<file path="config.mk">
export PLATFORM = sky130hd
export DESIGN_NAME = seg_scan6
export DESIGN_NICKNAME = d
export VERILOG_FILES = /design/src/rtl/seg_pkg.sv /design/src/rtl/seg_hex_decode.sv /design/src/rtl/seg_scan6.sv
export SDC_FILE = /design/constraint.sdc
export NUM_CORES = 1
export LEC_CHECK = 0
export ABC_AREA = 1
export CELL_PAD_IN_SITES_DETAIL_PLACEMENT = 0
export CELL_PAD_IN_SITES_GLOBAL_PLACEMENT = 2
export CORE_ASPECT_RATIO = 0.75
export CORE_MARGIN = 2
export CORE_UTILIZATION = 29
export DETAILED_ROUTE_END_ITERATION = 6
export GPL_ROUTABILITY_DRIVEN = 0
export PLACE_DENSITY = 0.72
export SKIP_LAST_GASP = 1
export SYNTH_ARGS = -nofsm -noshare
export SYNTH_HDL_FRONTEND = slang
export SYNTH_SLANG_ARGS = --single-unit
</file>
<file path="constraint.sdc">
create_clock -name CLK -period 1.8 [get_ports CLK]
set_clock_uncertainty 0.1 [all_clocks]
set_input_delay 0.18 -clock CLK [delete_from_list [all_inputs] [get_ports CLK]]
set_output_delay 0.18 -clock CLK [all_outputs]
set_load 0.02 [all_outputs]
</file>
<file path="src/rtl/seg_pkg.sv">
// Shared constants for the seven-segment scanner: idle drive levels and the hex glyph font.
package seg_pkg;

  localparam int unsigned NUM_DIGITS = 6;
  localparam int unsigned NIB_W      = 4;
  localparam int unsigned GLYPH_W    = 7;

  localparam logic [7:0] SEG_OFF = 8'h00;
  localparam logic [5:0] COM_OFF = 6'b111111;

  typedef logic [GLYPH_W-1:0] glyph_t;

  // Segment order {a,b,c,d,e,f,g}; lowercase b and d keep them distinct from 8 and 0.
  localparam glyph_t GLYPH_TAB [16] = '{
    7'h7E, 7'h30, 7'h6D, 7'h79, 7'h33, 7'h5B, 7'h5F, 7'h70,
    7'h7F, 7'h7B, 7'h77, 7'h1F, 7'h4E, 7'h3D, 7'h4F, 7'h47
  };

endpackage

</file>
<file path="src/rtl/seg_hex_decode.sv">
// Combinational hex-to-glyph lookup.
module seg_hex_decode
  import seg_pkg::*;
(
  input  logic [NIB_W-1:0] code,
  output glyph_t           glyph_c
);

  assign glyph_c = GLYPH_TAB[code];

endmodule

</file>
<file path="src/rtl/seg_scan6.sv">
// Six-digit round-robin seven-segment scanner with per-slot ghost blanking,
// frame-coherent input snapshot and optional leading-zero suppression.
module seg_scan6
  import seg_pkg::*;
#(
  parameter int unsigned DIV       = 5000,
  parameter int unsigned BLANK_CYC = 16
) (
  input  logic                        CLK,
  input  logic                        RST,
  input  logic [NUM_DIGITS*NIB_W-1:0] DIGITS,
  input  logic [NUM_DIGITS-1:0]       DP,
  input  logic                        BLANK_LZ,
  output logic [NUM_DIGITS-1:0]       SEG_COM,
  output logic [7:0]                  SEG_DATA
);

  localparam int unsigned CNT_W = (DIV > 1) ? $clog2(DIV) : 1;
  localparam int unsigned IDX_W = 3;

  logic [CNT_W-1:0]              cnt;
  logic [IDX_W-1:0]              idx;
  logic [NUM_DIGITS*NIB_W-1:0]   snap_digits;
  logic [NUM_DIGITS-1:0]         snap_dp;
  logic                          snap_lz;

  logic [NIB_W-1:0]              cur_code;
  glyph_t                        cur_glyph;
  logic [NUM_DIGITS-1:0]         nonzero;
  logic [NUM_DIGITS-1:0]         lz_blank;
  logic                          blank_c;
  logic                          slot_end_c;
  logic                          frame_start_c;

  assign blank_c       = (cnt < CNT_W'(BLANK_CYC));
  assign slot_end_c    = (cnt == CNT_W'(DIV - 1));
  assign frame_start_c = (cnt == '0) && (idx == '0);
  assign cur_code      = snap_digits[{idx, 2'b00} +: NIB_W];

  seg_hex_decode u_decode (
    .code    (cur_code),
    .glyph_c (cur_glyph)
  );

  // A digit is a leading zero when it and every more significant digit are zero.
  always_comb begin
    nonzero  = '0;
    lz_blank = '0;
    for (int i = 0; i < NUM_DIGITS; i++) begin
      nonzero[i] = |snap_digits[i*NIB_W +: NIB_W];
    end
    lz_blank[5] = snap_lz & ~nonzero[5];
    lz_blank[4] = lz_blank[5] & ~nonzero[4];
    lz_blank[3] = lz_blank[4] & ~nonzero[3];
    lz_blank[2] = lz_blank[3] & ~nonzero[2];
    lz_blank[1] = lz_blank[2] & ~nonzero[1];
    lz_blank[0] = 1'b0;
  end

  always_ff @(posedge CLK or posedge RST) begin
    if (RST) begin
      cnt         <= '0;
      idx         <= '0;
      snap_digits <= '0;
      snap_dp     <= '0;
      snap_lz     <= 1'b0;
      SEG_COM     <= COM_OFF;
      SEG_DATA    <= SEG_OFF;
    end else begin
      if (slot_end_c) begin
        cnt <= '0;
        idx <= (idx == IDX_W'(NUM_DIGITS - 1)) ? '0 : idx + IDX_W'(1);
      end else begin
        cnt <= cnt + CNT_W'(1);
      end

      // Snapshot lands inside digit 0's blank interval, so a frame never tears.
      if (frame_start_c) begin
        snap_digits <= DIGITS;
        snap_dp     <= DP;
        snap_lz     <= BLANK_LZ;
      end

      if (blank_c) begin
        SEG_COM  <= COM_OFF;
        SEG_DATA <= SEG_OFF;
      end else begin
        SEG_COM  <= ~(NUM_DIGITS'(1) << idx);
        SEG_DATA <= {(lz_blank[idx] ? glyph_t'(0) : cur_glyph), snap_dp[idx]};
      end
    end
  end

endmodule

</file>
==> impl_metrics.py <==
metrics = {
    "run_status": {
        "outcome": "finished with violations",
        "violations": "setup timing",
    },
    "clock_tree": {
        "cts_buffers": 9,
        "cts_tree": "yes",
        "insertion_delay_ps": 330,
        "clockBufferDepth": 2,
        "h-tree-depth": 3,
        "cts.sinks": 61,
        "postCtsHoldBufs": 0,
        "root_buffer": "clkbuf_16",
        "clk_pin_slew_ps": 50,
    },
    "grt": {
        "grt_pass1_vias": 3047,
        "grt_first_pass_wirelength_mm": 15.32,
        "track_usage_pct": 15.84,
        "grt_start_max_net_pins": 34,
        "grt-ovfl-total": 0,
        "antenna_found_initial": 0,
    },
    "sta": {
        "hold_viol": 0,
        "min_period_ps": 1899,
        "maxSlewViolCount": 0,
        "finalSetupViolCount": 4,
        "relSlewSlack_pct": 70.51,
        "worstMarginPinSlew_ps": 442.3,
        "post-route-period-util_pct": 105.5,
        "fmax_mhz": 526.5,
        "fin_ws_ps": -99.46,
        "rsz0062_at_grt": "true",
    },
    "finish": {
        "num_antenna_cells": 0,
        "layout.area.seq_mm2": 0.001536,
        "multiInputGateArea_mm2": 0.001692,
        "layout.nets": 570,
        "stdcell_count": 677,
        "fillers": 1165,
        "area_delta_synth_final_pct": 40.90,
        "drive_gt1_share_pct": 25.14,
    },
    "die": {
        "fp.dieH_um": 97.51,
        "rows": 34,
        "core_area_mm2": 0.01149,
        "initial_utilization_pct": 29.43,
        "die_x_um": 128.7,
        "ios": 47,
        "design.die.area_mm2": 0.01255,
    },
    "min_path": {
        "hold_path.class": "input pin to async pin",
    },
    "synth": {
        "synth_area_mm2": 0.003381,
        "syn_avg_cell_area_um2": 7.881,
        "yosys_warnings": 0,
        "ys_types": 33,
        "ys_seq_area_share_pct": 45.37,
        "syn_inst": 429,
        "syn_nets": 471,
        "ys_ff_latch": 61,
    },
    "detailed_routing": {
        "drc": 0,
        "via_per_inst": 4.549,
        "wl_mm": 9.511,
        "drt-wirelength-per-cell_um": 14.05,
        "antenna_left": 0,
        "drt-initial-drc-count": 259,
        "vias": 3080,
        "drtPass1Iterations": 5,
    },
    "power": {
        "power_frac_seq_pct": 44.3,
        "p_int_mw": 2.503,
        "peakVddDrop_mv": 0.4280,
        "swShare_pct": 23.88,
        "p_sw_mw": 0.7853,
        "power.leakage_nw": 2.362,
        "pwr-share-comb_pct": 9.5,
        "totalPowerFinal_mw": 3.288,
        "pwr-share-clk_pct": 46.1,
        "p_per_area_mw_per_mm2": 690.3,
    },
    "critical_path": {
        "critPathLaunchType": "flop",
        "required_ps": 1960,
        "cp-end-kind": "flop",
        "worstSetupPathType": "flop to flop",
        "cp_data_arrival_time_ps": 2060,
        "path_max_fanout": 5,
    },
    "placed_design": {
        "hpwl_mm": 6.849,
        "placed_cells": 642,
        "port_buffers": 46,
    },
    "flow_run": {
        "drv_cap": 0,
    },
}
state kept, by name, indices dropped and copies added, names as in the netlist:
register and cells:
SEG_COM 6, SEG_DATA 8, cnt 13, idx 3
snap_digits 24, snap_dp 6, snap_lz 1
cells in the final DEF, fill, tap and decap left out, drive strengths merged:
master / instances
o211ai: 1
clkbuf: 13
nand4: 8
buf: 54
a21oi: 5
nor3: 10
nor3b: 2
o211a: 1
nand2: 144
dfstp: 6
nor2: 38
nand3: 67
nor4: 1
o21ai: 9
or2: 1
dfrtp: 55
inv: 46
clkinv: 7
ha: 9
o31ai: 1
clkdlybuf4s50: 46
xor2: 6
o22ai: 2
a221oi: 1
layer usage:
layer | GRT usage (%) | vias up | routed length [um]
met5 | 0 | - | 0
met4 | 4.682 | 0 | 112
li1 | - | 1569 | -
met2 | 22.14 | 97 | 3995
met3 | 4.350 | 10 | 549
met1 | 23.62 | 1404 | 4854
per-stage QoR:
step	util, %	worst slack [ps]	TNS [ps]	cell area [um2]	hold WS [ps]
2_1_floorplan	-	0.1921	0	3392	224.5
3_3_place_gp	36.41	-82.00	-315.2	4182	355.6
3_5_place_dp	36.41	-150.6	-727.4	4182	365.6
4_1_cts	39.17	-34.07	-74.46	4499	171.7
5_1_grt	41.47	-171.9	-1926	4763	210.9
6_report	41.47	-99.46	-204.8	4763	157.7
power by group through the flow:
stage	clock network, mW	registers, mW	logic [mW]
after floorplan	0	1.49	0.120
after CTS	1.56	1.46	0.285
final	1.52	1.46	0.313
after global placement	0	1.48	0.279
after detailed placement	0	1.48	0.280
after global routing	1.62	1.46	0.349
area by class of cell:
class                           count  share of cell area (%)
Clock inverter                      3                  0.3152
Timing Repair Buffer              100                   18.73
Clock buffer                       13                   5.043
Sequential cell                    61                   32.26
Multi-Input combinational cell    306                   35.51
Tap cell                          144                   3.783
Inverter                           50                   4.360
cells in the mapped netlist (all sizes together):
library cell | n | area, um2
a21oi | 5 | 25.02
a221oi | 1 | 8.760
buf | 14 | 122.6
clkinv | 3 | 11.26
dfrtp | 55 | 1376
dfstp | 6 | 157.7
ha | 9 | 112.6
inv | 47 | 181.4
nand2 | 142 | 583.1
nand3 | 67 | 345.3
nand4 | 8 | 50.05
nor2 | 38 | 162.7
nor3 | 10 | 61.31
nor3b | 2 | 15.01
nor4 | 1 | 21.27
o211a | 1 | 10.01
o211ai | 1 | 7.510
o21ai | 9 | 45.04
o22ai | 2 | 12.51
o31ai | 1 | 12.51
or2 | 1 | 6.260
xor2 | 6 | 52.55
final timing paths:
path	from	to	slack (ps)	cells past startpoint
setup / recovery	idx[0]$_DFFE_PP0N_	SEG_DATA[7]$_DFF_PP0_	-100	10
hold reg to reg	snap_dp[2]$_DFFE_PP0P_	snap_dp[2]$_DFFE_PP0P_	370	2
min in group CLK	DIGITS[14]	snap_digits[14]$_DFFE_PP0P_	310	3
hold / removal	RST	snap_digits[11]$_DFFE_PP0P_	160	3
max in group asynchronous	RST	idx[0]$_DFFE_PP0N_	1080	3
setup reg to reg	idx[0]$_DFFE_PP0N_	SEG_DATA[7]$_DFF_PP0_	-100	10
logic make-up (layout without fill, tap and decap cells):
group	after synthesis	in the layout	synth area share (%)
AOI/OAI and AO/OA	20	20	3.590
xor gates and xnor gates	6	6	1.554
adders and majority gates	9	9	3.331
buffers and inverters	64	166	9.326
DFF	61	61	45.37
and+or+nand+nor	269	271	36.82
critical path: stages (launching register included):
cell and delay [ps]:
dfrtp_2 440, inv_4 100, nand2_4 70, o211ai_1 320, nand2_4 150, ha_1 210
inv_1 90, nand3_1 90, nand3_1 80, nand2_1 60, nor2_1 110
what timing repair did:
action,CTS,global route
buffers inserted,6,11
cloned,0,2
endpoints found under the setup margin,30,39
gates resized for setup,10,35
pin swaps,1,21
(Power assumes the default switching activity.)
